[src/rtl/iir_servo_sequencer_if.sv]
// Host configuration bus for the IIR servo sequencer: coefficient writes plus commit strobe.
interface iir_servo_sequencer_if #(
    parameter int COEF_WIDTH = 35
);
    logic                         cfg_valid_in;
    logic                         cfg_ready_out;
    logic [1:0]                   cfg_sel_in;
    logic signed [COEF_WIDTH-1:0] cfg_data_in;
    logic                         commit_in;

    modport master (
        output cfg_valid_in,
        output cfg_sel_in,
        output cfg_data_in,
        output commit_in,
        input  cfg_ready_out
    );

    modport slave (
        input  cfg_valid_in,
        input  cfg_sel_in,
        input  cfg_data_in,
        input  commit_in,
        output cfg_ready_out
    );
endinterface

[src/rtl/iir_servo_sequencer.sv]
// Sequences on/hold for a first-order anti-windup IIR servo, commits shadowed
// coefficients atomically behind a pipeline flush, and relocks after a sustained rail.
//
// state  | meaning
// IDLE   | servo off; a pending commit is applied here directly
// FLUSH  | on_out low for FLUSH_CYCLES so the filter pipeline drains
// RUN    | filter running; rail timer active
// HOLD   | filter running with integrator frozen
// RELOCK | on_out low for RELOCK_CYCLES after a rail timeout
module iir_servo_sequencer #(
    parameter int COEF_WIDTH    = 35,
    parameter int FLUSH_CYCLES  = 4,
    parameter int RAIL_TIMEOUT  = 1000000,
    parameter int RELOCK_CYCLES = 1024,
    parameter int AUTO_RELOCK   = 1,
    parameter int CNT_WIDTH     = 24
) (
    input  logic                         clk_in,
    input  logic                         rst_n_in,
    iir_servo_sequencer_if.slave         cfg,
    input  logic                         enable_in,
    input  logic                         hold_req_in,
    input  logic [1:0]                   railed_in,
    output logic                         on_out,
    output logic                         hold_out,
    output logic signed [COEF_WIDTH-1:0] a1_out,
    output logic signed [COEF_WIDTH-1:0] b0_out,
    output logic signed [COEF_WIDTH-1:0] b1_out,
    output logic [2:0]                   state_out,
    output logic [15:0]                  relock_count_out
);

    typedef enum logic [2:0] {
        ST_IDLE   = 3'd0,
        ST_FLUSH  = 3'd1,
        ST_RUN    = 3'd2,
        ST_HOLD   = 3'd3,
        ST_RELOCK = 3'd4
    } state_t;

    localparam logic [CNT_WIDTH-1:0] FLUSH_LOAD  = CNT_WIDTH'(FLUSH_CYCLES - 1);
    localparam logic [CNT_WIDTH-1:0] RELOCK_LOAD = CNT_WIDTH'(RELOCK_CYCLES - 1);
    localparam logic [CNT_WIDTH-1:0] RAIL_LAST   = CNT_WIDTH'(RAIL_TIMEOUT - 1);
    localparam logic                 RELOCK_EN   = (AUTO_RELOCK != 0);

    state_t                       state_q, state_d;
    logic [CNT_WIDTH-1:0]         timer_q, timer_d;
    logic [CNT_WIDTH-1:0]         rail_q, rail_d;
    logic                         pending_q, pending_d;
    logic                         ready_q, ready_d;
    logic                         on_q, on_d;
    logic                         hold_q, hold_d;
    logic [15:0]                  relock_q, relock_d;
    logic signed [COEF_WIDTH-1:0] sh_a1_q, sh_a1_d, sh_b0_q, sh_b0_d, sh_b1_q, sh_b1_d;
    logic signed [COEF_WIDTH-1:0] a1_q, a1_d, b0_q, b0_d, b1_q, b1_d;

    logic wr_en;
    logic copy_en;
    logic railed;
    logic rail_hit;

    always_comb begin
        state_d   = state_q;
        timer_d   = timer_q;
        rail_d    = '0;
        pending_d = pending_q;
        relock_d  = relock_q;
        sh_a1_d   = sh_a1_q;
        sh_b0_d   = sh_b0_q;
        sh_b1_d   = sh_b1_q;
        a1_d      = a1_q;
        b0_d      = b0_q;
        b1_d      = b1_q;
        copy_en   = 1'b0;

        wr_en    = cfg.cfg_valid_in & ready_q;
        railed   = (railed_in != 2'b00);
        rail_hit = RELOCK_EN && railed && (rail_q == RAIL_LAST);

        // Sel 3 is accepted but has nowhere to land.
        if (wr_en) begin
            case (cfg.cfg_sel_in)
                2'd0:    sh_a1_d = cfg.cfg_data_in;
                2'd1:    sh_b0_d = cfg.cfg_data_in;
                2'd2:    sh_b1_d = cfg.cfg_data_in;
                default: ;
            endcase
        end

        case (state_q)
            ST_IDLE: begin
                copy_en = pending_q;
                if (enable_in) begin
                    state_d = ST_FLUSH;
                    timer_d = FLUSH_LOAD;
                end
            end
            ST_FLUSH: begin
                if (!enable_in)
                    state_d = ST_IDLE;
                else if (timer_q == '0)
                    state_d = ST_RUN;
                else
                    timer_d = timer_q - CNT_WIDTH'(1);
            end
            ST_RUN: begin
                if (!enable_in) begin
                    state_d = ST_IDLE;
                end else if (pending_q) begin
                    state_d = ST_FLUSH;
                    timer_d = FLUSH_LOAD;
                    copy_en = 1'b1;
                end else if (rail_hit) begin
                    state_d  = ST_RELOCK;
                    timer_d  = RELOCK_LOAD;
                    relock_d = (relock_q == 16'hFFFF) ? relock_q : relock_q + 16'd1;
                end else if (hold_req_in) begin
                    state_d = ST_HOLD;
                end else if (railed) begin
                    // Saturate at the last count so a disabled relock never wraps.
                    rail_d = (rail_q == RAIL_LAST) ? rail_q : rail_q + CNT_WIDTH'(1);
                end
            end
            ST_HOLD: begin
                if (!enable_in) begin
                    state_d = ST_IDLE;
                end else if (pending_q) begin
                    state_d = ST_FLUSH;
                    timer_d = FLUSH_LOAD;
                    copy_en = 1'b1;
                end else if (!hold_req_in) begin
                    state_d = ST_RUN;
                end
            end
            ST_RELOCK: begin
                if (!enable_in) begin
                    state_d = ST_IDLE;
                end else if (timer_q == '0) begin
                    state_d = ST_FLUSH;
                    timer_d = FLUSH_LOAD;
                end else begin
                    timer_d = timer_q - CNT_WIDTH'(1);
                end
            end
            default: state_d = ST_IDLE;
        endcase

        // Copy only happens with pending already set, so it never races a new commit.
        if (copy_en) begin
            a1_d      = sh_a1_q;
            b0_d      = sh_b0_q;
            b1_d      = sh_b1_q;
            pending_d = 1'b0;
        end else if (cfg.commit_in && !pending_q) begin
            pending_d = 1'b1;
        end

        ready_d = ~pending_d;
        on_d    = (state_d == ST_RUN) || (state_d == ST_HOLD);
        hold_d  = (state_d == ST_HOLD);
    end

    always_ff @(posedge clk_in) begin
        if (!rst_n_in) begin
            state_q   <= ST_IDLE;
            timer_q   <= '0;
            rail_q    <= '0;
            pending_q <= 1'b0;
            ready_q   <= 1'b0;
            on_q      <= 1'b0;
            hold_q    <= 1'b0;
            relock_q  <= '0;
            sh_a1_q   <= '0;
            sh_b0_q   <= '0;
            sh_b1_q   <= '0;
            a1_q      <= '0;
            b0_q      <= '0;
            b1_q      <= '0;
        end else begin
            state_q   <= state_d;
            timer_q   <= timer_d;
            rail_q    <= rail_d;
            pending_q <= pending_d;
            ready_q   <= ready_d;
            on_q      <= on_d;
            hold_q    <= hold_d;
            relock_q  <= relock_d;
            sh_a1_q   <= sh_a1_d;
            sh_b0_q   <= sh_b0_d;
            sh_b1_q   <= sh_b1_d;
            a1_q      <= a1_d;
            b0_q      <= b0_d;
            b1_q      <= b1_d;
        end
    end

    assign cfg.cfg_ready_out = ready_q;
    assign on_out            = on_q;
    assign hold_out          = hold_q;
    assign a1_out            = a1_q;
    assign b0_out            = b0_q;
    assign b1_out            = b1_q;
    assign state_out         = state_q;
    assign relock_count_out  = relock_q;

endmodule

[src/flat_wrapper.sv]
// flat-port wrapper written by rule: the top's interface ports become plain ports
module iir_servo_sequencer_flat 
#(
    parameter int COEF_WIDTH    = 35,
    parameter int FLUSH_CYCLES  = 4,
    parameter int RAIL_TIMEOUT  = 1000000,
    parameter int RELOCK_CYCLES = 1024,
    parameter int AUTO_RELOCK   = 1,
    parameter int CNT_WIDTH     = 24
)
  (clk_in, rst_n_in, enable_in, hold_req_in, railed_in, on_out, hold_out, a1_out, b0_out, b1_out, state_out, relock_count_out, cfg_cfg_valid_in, cfg_cfg_sel_in, cfg_cfg_data_in, cfg_commit_in, cfg_cfg_ready_out);
  iir_servo_sequencer_if #(.COEF_WIDTH(COEF_WIDTH)) cfg_i ();
  input  logic clk_in;
  input  logic rst_n_in;
  input  logic enable_in;
  input  logic hold_req_in;
  input  logic [1:0] railed_in;
  output logic on_out;
  output logic hold_out;
  output logic signed [COEF_WIDTH-1:0] a1_out;
  output logic signed [COEF_WIDTH-1:0] b0_out;
  output logic signed [COEF_WIDTH-1:0] b1_out;
  output logic [2:0] state_out;
  output logic [15:0] relock_count_out;
  input wire logic [$bits(cfg_i.cfg_valid_in)-1:0] cfg_cfg_valid_in;
  input wire logic [$bits(cfg_i.cfg_sel_in)-1:0] cfg_cfg_sel_in;
  input wire logic [$bits(cfg_i.cfg_data_in)-1:0] cfg_cfg_data_in;
  input wire logic [$bits(cfg_i.commit_in)-1:0] cfg_commit_in;
  output wire logic [$bits(cfg_i.cfg_ready_out)-1:0] cfg_cfg_ready_out;
  assign cfg_i.cfg_valid_in = cfg_cfg_valid_in;
  assign cfg_i.cfg_sel_in = cfg_cfg_sel_in;
  assign cfg_i.cfg_data_in = cfg_cfg_data_in;
  assign cfg_i.commit_in = cfg_commit_in;
  assign cfg_cfg_ready_out = cfg_i.cfg_ready_out;
  iir_servo_sequencer #(.COEF_WIDTH(COEF_WIDTH), .FLUSH_CYCLES(FLUSH_CYCLES), .RAIL_TIMEOUT(RAIL_TIMEOUT), .RELOCK_CYCLES(RELOCK_CYCLES), .AUTO_RELOCK(AUTO_RELOCK), .CNT_WIDTH(CNT_WIDTH)) u_core (.clk_in(clk_in), .rst_n_in(rst_n_in), .cfg(cfg_i), .enable_in(enable_in), .hold_req_in(hold_req_in), .railed_in(railed_in), .on_out(on_out), .hold_out(hold_out), .a1_out(a1_out), .b0_out(b0_out), .b1_out(b1_out), .state_out(state_out), .relock_count_out(relock_count_out));
endmodule
[config.mk]
export PLATFORM = sky130hd
export DESIGN_NAME = iir_servo_sequencer_flat
export DESIGN_NICKNAME = d
export VERILOG_FILES = /design/src/rtl/iir_servo_sequencer_if.sv /design/src/rtl/iir_servo_sequencer.sv /design/src/flat_wrapper.sv
export SDC_FILE = /design/constraint.sdc
export NUM_CORES = 1
export LEC_CHECK = 0
export ABC_AREA = 1
export BUFFER_PORTS_ARGS = -buffer_cell sky130_fd_sc_hd__clkbuf_2
export CAP_MARGIN = 20
export CORE_AREA = 2 2 183 221
export CTS_CLUSTER_SIZE = 12
export DETAILED_ROUTE_END_ITERATION = 10
export DIE_AREA = 0 0 185 223
export PLACE_DENSITY_LB_ADDON = 0.2
export SKIP_CTS_REPAIR_TIMING = 1
export SLEW_MARGIN = 20
export SYNTH_ARGS = -nofsm -noshare
export SYNTH_HDL_FRONTEND = slang
export SYNTH_SLANG_ARGS = --single-unit
[constraint.sdc]
create_clock -name clk_in -period 2.6 [get_ports clk_in]
set_input_delay 0 -clock clk_in [delete_from_list [all_inputs] [get_ports clk_in]]
set_output_delay 0 -clock clk_in [all_outputs]
set_load 0.005 [all_outputs]
* After elaboration in Yosys (flattened, before gate mapping) *
Cells that the tools add are included.
Widths: inputs -> output; s select.

word-level totals
  output and inout port bits = 127
  flip-flop bits (word level) = 281
  input bits = 45
  logic and storage cells = 88

operators by class
  mux-type cells = 29
  add/sub/neg operators = 3
  reduce and logical (&&, ||, !) cells = 16
  bitwise gates (word level) = 8
  eq/ne operators = 18

operator list
  operator               count
  $mux 24                10
  $pmux 24 s5            1
  $mux 3                 12
  $add 24x1->24 const B  1
  $eq 24x20->1 const B   1
  $logic_not 24->1       1
  $sub 24x1->24 const B  1
  $add 16x1->16 const B  1
  $eq 16x16->1 const B   1
  $pmux 3 s5             1
  $eq 3x2->1 const B     4
  $ne 2x2->1 const B     6
  $reduce_and 9->1       1
  $not 1->1              7
  $reduce_or 7->1        1
  $reduce_and 2->1       3
  $reduce_and 5->1       1
  $reduce_bool 5->1      1
  $mux 1                 4
  $eq 3x1->1 const B     1
  $eq 3x3->1 const B     1
  $logic_not 3->1        1
  $ne 3x1->1 const B     1
  $eq 2x1->1 const B     1
  other kinds (10)       11

* Longest topological paths before layout *
Gate-level depths: netlist (run 1).

  depth after elaboration = 8
  mapped depth = 11
  gate-level depth less buffers = 11

* Worst setup path after synthesis (run 1) *
Ideal clock, no wire load.

  path type = flip-flop to flip-flop
  start point = register u_core.rail_q[0]
  end point = register u_core.relock_q[5] (netlist: u_core.relock_count_out[5])
  arrival = 1.513 ns
  buffers on the path = 1
  data required time = 2.468 ns
  setup time = 0.132 ns
  cell stages (with the launch flop) = 10
  period minus slack after synthesis = 1.645 ns
  path slack = 0.955 ns
  cell sequence = dfxtp_1 > ha_1 > nand4_1 > nor3_2 > nand2_2 > nor2_4 > nand2_2 > buf_4 > nand2_1 > a21oi_1

between the ends
  cells in the longest elaborated chain, start to end = 3

ends and longest elaborated chain
  what                               line                        RTL
  start, declared                    iir_servo_sequencer.sv:48   logic [CNT_WIDTH-1:0] rail_q, rail_d;
  start signal, assigned             iir_servo_sequencer.sv:182  rail_q <= rail_d;
  $eq 24x20->1                       iir_servo_sequencer.sv:78   rail_hit = RELOCK_EN && railed && (rail_q == RAIL_LAST);
  $logic_and 1x1->1                  iir_servo_sequencer.sv:78
  $reduce_and 5->1 (no source line)  n/a
  end signal, assigned               iir_servo_sequencer.sv:187  relock_q <= relock_d;
  end, declared                      iir_servo_sequencer.sv:53   logic [15:0] relock_q, relock_d;

Every way passes these cells.
A chain may end at the register's enable or synchronous reset.

* Final worst setup path (run 1) *
  start point = register u_core.relock_q[0] (netlist: u_core.relock_count_out[0])
  end point = register u_core.relock_q[1] (netlist: u_core.relock_count_out[1])

between the ends
  cells in the longest elaborated chain, start to end = 3
  elaborated cells on any way between the ends = 4
  classes of those cells = add/sub (1); eq/ne (1); bitwise (1); reduce/logical (1)

ends and longest elaborated chain
  what
  parallel branches: the longest is 3 deep, another holds $add 16x1->16

Parallel ways; which one is timed is not known.

==> reports/metrics.cfg, run 1 <==
[run_status]
status=finished, final reports clean

[cts]
cts.sinks=281
clkLatencyLatePin_ns=0.54
clock-root-buffer=clkbuf_16
cts-htree-levels=2
cts_tree=built
cts_max_path_buffers=3
clkTransAtPathRegs_ns=0.06
numCtsBuffers=35

[pwr]
p_comb_share_pct=12.5
seq_power_share_pct=43.1
sw_frac_of_total_pct=27.4
intPower_mw=7.87
peakVddDrop_v=0.000431
power_density_nw_per_um2=749
power.share.clock_pct=44.4
p_leak_nw=6.12
p_sw_mw=2.97

[critical_path]
worst-path-max-fanout=17
endpoint=u_core.relock_count_out[1]$_SDFFE_PN0P_
path_class=reg -> reg
required_ns=2.99
r2r_slack_ns=0.36
r2r_end=u_core.relock_count_out[1]$_SDFFE_PN0P_
rr_startpoint=u_core.relock_count_out[0]$_SDFFE_PN0P_
rr_worst_depth=9
critPathLaunchType=register
critPathCaptureType=register
worst_ep_arrival_time_ns=2.63
crit_start=u_core.relock_count_out[0]$_SDFFE_PN0P_

[drt]
wl_mm=33.7
drt_iter0_drc=636
dr_total_vias=10836
drtAntennaViolNets=0
wl_met2_mm=15.4
firstDrtPassIters=5
routed.top_layer=met4
drcViolationCount=0
wl_met3_mm=1.72
met1_length_mm=15.7
viasPerCell=4.63
routedWlPerCell_um=14.4

[timing]
slew_headroom_pct=46.1
slew_violations=0
setup_viol=0
skew_ns=0.0184
final.period_utilization_pct=86.2
tightestPinTransition_ns=0.808
rsz0062_at_grt=false
clock.fmax_mhz=446
tns_ns=0
fin_crit_ns=2.24
finalHoldViolCount=0

[logic_synthesis]
yosys.area.top_type=dfxtp_1
synth_compound_area_share_pct=13.2
ys_warn_count=0
synth_top_area_share_pct=48.7
synth_cells=1599
synth_area_leaders=dfxtp_1, nor2_1, o21ai_0
syn_nets=1648
synth_area_per_cell_um2=7.23
yosys.area_share.simple_pct=30.2
synthAdderAreaFrac_pct=0.433
netlist_area_um2=11600
synthDistinctLibCells=37
synth_top_family_by_area=simple AND/OR/NAND/NOR gates
seq_area_frac_synth_pct=48.7
muxShareOfSynthArea_pct=0
ys_seq_elements=281
synth_xor_area_share_pct=1.82

[final_layout]
final_common_cell=nor2_1
regArea_um2=5630
finalNetCount=1833
finalNonFillerCells=2342
multi_input_area_um2=5300
area_growth_pct=25.1
insertedDiodeCount=0
fin_util_pct=36.9
final_cell_mix=nor2_1, dfxtp_1, o21ai_0
n_fill_cell=4249
drive_above_1_share_pct=15.9

[floorplanning]
die_x_um=185
die-area_um2=41300
io_pins=172
core_area_um2=39200
start_util_pct=29.5
fp-row-count=80
die_y_um=223

[global_route]
grt_usage_pct=16.1
grt_pass1_vias=10271
grt_max_degree=215
antenna_found_initial=0
overflow=0
grt_pass1_wl_mm=54.1

[placed_design]
gp_congestion=0.829
portBuffers=171
dp_hpwl_mm=22.0
placedCellCount=2243

[hold_path]
hp-class=in -> reg

[flow_run]
cap_violations=0

[cell type report]
cell class / count / area share, %
tap: 533 / 4.61
multi-input combinational: 1160 / 36.6
inverter: 78 / 2.05
clock inverter: 13 / 0.960
timing repair buffer: 228 / 9.88
sequential: 281 / 38.9
clock buffer: 49 / 6.98
[routing by layer]
layer | vias to the layer above | global-route usage, %
met5 | - | 0
met4 | 0 | 5.30
met3 | 54 | 3.54
met2 | 225 | 25.8
met1 | 5009 | 21.5
li1 | 5548 | -
[power groups by stage]
stage	Clock, mW	Sequential (mW)	Combinational, mW
4_1_cts	4.99	4.67	1.33
3_3_place_gp	0	4.76	1.31
5_1_grt	5.13	4.69	1.56
3_5_place_dp	0	4.76	1.33
2_1_floorplan	0	4.74	0.849
6_report	4.82	4.67	1.36
[synth_stat cells, drive strengths merged]
cell / count
clkbuf: 56
ha: 4
o21ai: 232
dfxtp: 281
a21oi: 51
o21a: 5
nand2: 175
xnor2: 8
nand4: 18
nor2: 518
nand3: 93
a31oi: 3
nor4: 1
buf: 24
and2: 1
nand3b: 4
inv: 75
o2111ai: 3
o211ai: 2
nor3: 20
clkinv: 3
nor3b: 6
xor2: 16
[worst max-delay path: stages (launching register included)]
cell     delay, ns
dfxtp_1       0.36
ha_1          0.26
nand2_1       0.12
nor2_2        0.06
nand2_1       0.10
o21ai_1       0.09
nor2_2        0.55
nand2_2       0.36
nand2_1       0.14
a21oi_1       0.06
[flip-flops by register name, indices dropped and copies added (netlist names), 16 cells and up]
name	flops
u_core.a1_out	35
u_core.sh_b1_q	35
u_core.b0_out	35
u_core.sh_b0_q	35
u_core.rail_q	24
u_core.sh_a1_q	35
u_core.timer_q	24
u_core.b1_out	35
u_core.relock_count_out	16
[per-stage QoR]
step	instance area (µm²)	hold slack [ns]	setup slack (ns)	total power, mW
after CTS	14100	-0.295	0.363	11.0
after detailed placement	12900	0.272	0.374	6.09
after global placement	12900	0.265	0.462	6.07
final	14500	0.0145	0.359	10.8
after floorplan	11600	0.135	0.955	5.58
after global routing	14500	0.0208	0.154	11.4
[kinds of logic (layout without fill, tap and decap cells)]
group,Yosys count,in the layout
AOI/OAI and AO/OA,296,296
adders and majority gates,4,4
buffers and inverters,158,368
and+or+nand+nor,836,836
xor gates and xnor gates,24,24
DFF,281,281
[how the worst min path moves through the flow]
| stage | start | to | slack [ns] | depth (start not counted) |
|---|---|---|---|---|
| global placement | cfg_cfg_data_in[19] | u_core.sh_b0_q[19]$_SDFFE_PN0P_ | 0.27 | 3 |
| floorplan | cfg_cfg_data_in[0] | u_core.sh_a1_q[0]$_SDFFE_PN0P_ | 0.13 | 2 |
| global route | hold_req_in | u_core.rail_q[5]$_SDFFE_PP0P_ | 0.02 | 4 |
| CTS | cfg_cfg_data_in[19] | u_core.sh_b0_q[19]$_SDFFE_PN0P_ | -0.29 | 3 |
| detailed placement | cfg_cfg_data_in[19] | u_core.sh_a1_q[19]$_SDFFE_PN0P_ | 0.27 | 3 |
| finish | hold_req_in | u_core.rail_q[5]$_SDFFE_PP0P_ | 0.01 | 4 |
No activity file was read; power rests on OpenSTA's default activity.
==> run 2: changes to the inputs <==
CORE_AREA = 2 2 191 211   (was 2 2 183 221)
DIE_AREA = 0 0 193 213   (was 0 0 185 223)
==> reports/metrics.cfg, run 2 (synthesized netlist as in run 1, its figures left out) <==
[run_status]
status=complete, but fails checks
violations=hold timing

[timing]
tns_ns=0
slew_violations=0
fin_crit_ns=2.21
rsz0062_at_grt=false
finalHoldViolCount=2
skew_ns=0.0200
hold_slack_ns=-0.00994
clock.fmax_mhz=453
final.period_utilization_pct=84.8
tightestPinTransition_ns=0.929
slew_headroom_pct=38.1
setup_viol=0

[drt]
wl_met3_mm=1.53
drtAntennaViolNets=0
viasPerCell=4.69
wl_mm=33.5
dr_total_vias=10826
firstDrtPassIters=5
drcViolationCount=0
drt_iter0_drc=502
routed.top_layer=met5
met1_length_mm=16.1
wl_met2_mm=15.1
routedWlPerCell_um=14.5

[final_layout]
final_common_cell=nor2_1
design_area_um2=14300
finalNonFillerCells=2307
finalNetCount=1829
final_cell_mix=nor2_1, dfxtp_1, o21ai_0
drive_above_1_share_pct=15.6
area_growth_pct=24.0

[hold_path]
holdPathEnd=u_core.sh_b0_q[4]$_SDFFE_PN0P_
hold_depth=5
hp-class=in -> reg
hp-start=cfg_cfg_sel_in[1]

[global_route]
grt_pass1_vias=10237
grt_usage_pct=16.2
grt_pass1_wl_mm=54.0
overflow=0
grt_max_degree=215
antenna_found_initial=2

[pwr]
p_leak_nw=6.06
power_mw=10.6
p_sw_mw=2.85
power.share.clock_pct=43.4
intPower_mw=7.77
p_comb_share_pct=12.6
seq_power_share_pct=44.0
sw_frac_of_total_pct=26.8
peakVddDrop_v=0.000462
power_density_nw_per_um2=741

[flow_run]
cap_violations=0

[cts]
cts.sinks=281
cts_max_path_buffers=3
cts_tree=built
clkLatencyLatePin_ns=0.52
cts-htree-levels=2
clkTransAtPathRegs_ns=0.06
clock-root-buffer=clkbuf_16
numCtsBuffers=34

[critical_path]
worst-path-max-fanout=17
cpMostUsedCell=nand2_1
worst_ep_arrival_time_ns=2.58
rr_startpoint=u_core.relock_count_out[0]$_SDFFE_PN0P_
r2r_slack_ns=0.39
required_ns=2.97
slowest_delay_ns=0.53
critPathLaunchType=register
slowest_stage=nor2_2
rr_worst_depth=9
crit_chain=ha_1, nand2_1, nor2_2, nand2_1, o21ai_1, nor2_2, nand2_2, nand2_1, a21oi_1
r2r_end=u_core.relock_count_out[9]$_SDFFE_PN0P_
path_class=reg -> reg
critPathCaptureType=register
worst_path_dominant_cell_family=simple AND/OR/NAND/NOR gates
worst-path-buf-inv=0

[floorplanning]
start_util_pct=29.7
core_area_um2=39000
fp-row-count=76
die-area_um2=41100
die_x_um=193
die_y_um=213
io_pins=172

[placed_design]
portBuffers=171
gp_congestion=0.847
postPlaceCellArea_um2=12900
dp_hpwl_mm=22.0
placedCellCount=2213

==> run 2: routing by layer <==
| layer | vias up | global-route usage (%) |
|---|---|---|
| li1 | 5565 | - |
| met1 | 4997 | 22.0 |
| met2 | 206 | 25.8 |
| met3 | 56 | 3.47 |
| met4 | 2 | 4.91 |
| met5 | - | 0 |
==> run 2: power by group through the flow <==
stage / Clock [mW] / Sequential [mW] / Combinational (mW)
2_1_floorplan: 0 / 4.74 / 0.849
3_3_place_gp: 0 / 4.76 / 1.30
3_5_place_dp: 0 / 4.76 / 1.31
4_1_cts: 4.78 / 4.67 / 1.31
5_1_grt: 4.97 / 4.69 / 1.55
6_report: 4.61 / 4.67 / 1.34
==> run 2: worst min-delay path: cells and delay by family <==
family | cells | cell delay (ns)
AND/OR/NAND/NOR | 3 | 0.21
buffers and inverters | 2 | 0.26
==> run 2: worst max path at each step <==
stage	from	endpoint	slack, ns	cells past startpoint
floorplan	u_core.rail_q[0]$_SDFFE_PP0P_	u_core.relock_count_out[5]$_SDFFE_PN0P_	0.95	9
global placement	u_core.rail_q[0]$_SDFFE_PP0P_	u_core.timer_q[17]$_SDFFE_PN0P_	0.45	8
detailed placement	u_core.relock_count_out[0]$_SDFFE_PN0P_	u_core.relock_count_out[9]$_SDFFE_PN0P_	0.42	9
CTS	u_core.relock_count_out[0]$_SDFFE_PN0P_	u_core.relock_count_out[9]$_SDFFE_PN0P_	0.40	9
global route	u_core.relock_count_out[0]$_SDFFE_PN0P_	u_core.relock_count_out[9]$_SDFFE_PN0P_	0.17	9
finish	u_core.relock_count_out[0]$_SDFFE_PN0P_	u_core.relock_count_out[9]$_SDFFE_PN0P_	0.39	9
==> run 2: layout make-up <==
type,instances,area [µm²]
Antenna cell,1,2.50
Clock buffer,43,936
Clock inverter,12,138
Fill cell,4156,24700
Inverter,78,297
Multi-Input combinational cell,1160,5300
Sequential cell,281,5630
Tap cell,507,634
Timing Repair Buffer,225,1400
==> run 2: through the flow <==
stage,util [%],worst slack (ns)
finish,36.8,0.395
global placement,33.0,0.447
floorplan,-,0.955
detailed placement,33.0,0.419
CTS,35.8,0.402
global route,36.8,0.170
==> run 3: changes to the inputs <==
ABC_AREA = 0   (was 1)
CORE_AREA = 2 2 184 205   (was 2 2 191 211)
DIE_AREA = 0 0 186 207   (was 0 0 193 213)
clock period = 2.2 ns   (was 2.6 ns; I/O delays follow)
==> reports/metrics.cfg, run 3 <==
[timing]
skew_ns=0.0276
fin_crit_ns=2.14
slew_headroom_pct=64.4
rsz0062_at_grt=true
clock.fmax_mhz=468
tightestPinTransition_ns=0.535
slew_violations=0
final.period_utilization_pct=97.0
finalHoldViolCount=2
setup_viol=0
hold_slack_ns=-0.00841
tns_ns=0

[drt]
firstDrtPassIters=5
wl_met3_mm=1.73
wl_met2_mm=14.9
viasPerCell=4.74
dr_total_vias=9996
drcViolationCount=0
drt_iter0_drc=500
routedWlPerCell_um=15.1
wl_mm=31.8
drtAntennaViolNets=0
routed.top_layer=met5
met1_length_mm=14.5

[cts]
cts_max_path_buffers=3
cts_tree=built
clock-root-buffer=clkbuf_16
clkTransAtPathRegs_ns=0.06
cts.sinks=281
numCtsBuffers=31
clkLatencyLatePin_ns=0.56
cts-htree-levels=1

[floorplanning]
io_pins=172
die-area_um2=38500
core_area_um2=36600
start_util_pct=29.5
fp-row-count=74
die_y_um=207
die_x_um=186

[critical_path]
worst_ep_arrival_time_ns=2.61
path_class=reg -> reg
crit_chain=nor4b_4, nand4_2, o31ai_4, a2bb2oi_2, buf_6, or4_1, a21oi_2
required_ns=2.67
worst-path-max-fanout=12
critPathCaptureType=register
slowest_delay_ns=0.49
worst_path_dominant_cell_family=simple AND/OR/NAND/NOR gates
slowest_stage=or4_1
critPathLaunchType=register
worst-path-buf-inv=1

[logic_synthesis]
yosys.area.top_type=dfxtp_1
netlist_area_um2=10800
synth_edf_count=0
synth_top_area_share_pct=52.1
async_reset_ff_share_pct=0
synthDistinctLibCells=56
seq_area_frac_synth_pct=52.1
synth_area_per_cell_um2=7.98
ys_warn_count=0
ys_seq_elements=281
syn_nets=1402
synth_area_leaders=dfxtp_1, nand2_1, a21oi_1
synth.cells.most_frequent=nand2_1, dfxtp_1, a21oi_1, clkbuf_1, nor2_1
synth-main-ff-cell=dfxtp_1
synth_cells=1353
yosysMostFrequentCell=nand2_1

[run_status]
status=complete, but fails checks
violations=hold timing

[pwr]
p_comb_share_pct=9.6
p_sw_mw=2.69
peakVddDrop_v=0.000592
p_leak_nw=5.24
power_density_nw_per_um2=796
sw_frac_of_total_pct=23.6
intPower_mw=8.69
seq_power_share_pct=45.8
power_mw=11.4
power.share.clock_pct=44.6

[global_route]
grt_max_degree=85
grt_pass1_vias=9298
grt_usage_pct=15.9
antenna_found_initial=2
grt_pass1_wl_mm=49.6
overflow=0

[placed_design]
dp_hpwl_mm=21.3
gp_congestion=0.823
portBuffers=171

[final_layout]
final_common_cell=nand2_1
finalNetCount=1647
drive_above_1_share_pct=21.5
final_cell_mix=nand2_1, dfxtp_1, a21oi_1
area_growth_pct=32.3
fin_util_pct=39.1

[flow_run]
cap_violations=0

[hold_path]
hp-class=in -> reg

## run 3: worst paths after layout
| check | from | endpoint | slack [ns] | cells past startpoint |
|---|---|---|---|---|
| min | enable_in | u_core.state_out[0]$_SDFF_PN0_ | -0.008 | 3 |
| min reg2reg | u_core.sh_b0_q[28]$_SDFFE_PN0P_ | u_core.b0_out[28]$_SDFFE_PN0P_ | 0.42 | 2 |
| max | u_core.rail_q[10]$_SDFFE_PP0P_ | u_core.timer_q[18]$_SDFFE_PN0P_ | 0.06 | 7 |
| max reg2reg | u_core.rail_q[10]$_SDFFE_PP0P_ | u_core.timer_q[18]$_SDFFE_PN0P_ | 0.06 | 7 |
## run 3: logic make-up (layout without fill, tap and decap cells)
kind of cell	count (synthesis)	count (layout)	synth area share, %
xor+xnor	27	27	2.19
buf+inv	104	366	3.82
mux	3	3	0.278
flops	281	281	52.1
other cells	0	1	0
compound gates	311	312	16.1
fa+ha+maj	4	4	0.463
simple gates	623	623	25.1
## run 3: area by class of cell
| cell class | count | area, µm² |
|---|---|---|
| fill | 3831 | 22300 |
| sequential | 281 | 5630 |
| multi-input combinational | 969 | 4950 |
| timing repair buffer | 300 | 2040 |
| clock buffer | 46 | 922 |
| tap | 494 | 618 |
| clock inverter | 5 | 75.1 |
| inverter | 15 | 61.3 |
| antenna | 1 | 2.50 |
## run 3: layer usage
| layer | vias up | GRT usage (%) |
|---|---|---|
| li1 | 5053 | - |
| met1 | 4690 | 21.0 |
| met2 | 206 | 26.3 |
| met3 | 45 | 3.27 |
| met4 | 2 | 3.96 |
| met5 | - | 0 |
## run 3: power by group through the flow
stage,Combinational [mW],Clock [mW],Sequential (mW)
2_1_floorplan,0.557,0,5.31
3_3_place_gp,0.975,0,5.32
3_5_place_dp,0.979,0,5.32
4_1_cts,0.983,5.24,5.21
5_1_grt,1.20,5.45,5.22
6_report,1.09,5.08,5.21
## run 3: tightest hold or removal path: cells and delay by family
family        cells  cell delay [ns]
buf+inv           1             0.15
simple gates      2             0.32
## run 3: through the flow
step / instance area [µm²] / cells / setup slack (ns)
2_1_floorplan: 10800 / 1353 / -0.138
3_3_place_gp: 12700 / 2015 / -0.0105
3_5_place_dp: 12700 / 2015 / -0.0459
4_1_cts: 13700 / 2066 / -0.0630
5_1_grt: 14300 / 2110 / -0.0450
6_report: 14300 / 2111 / 0.0649
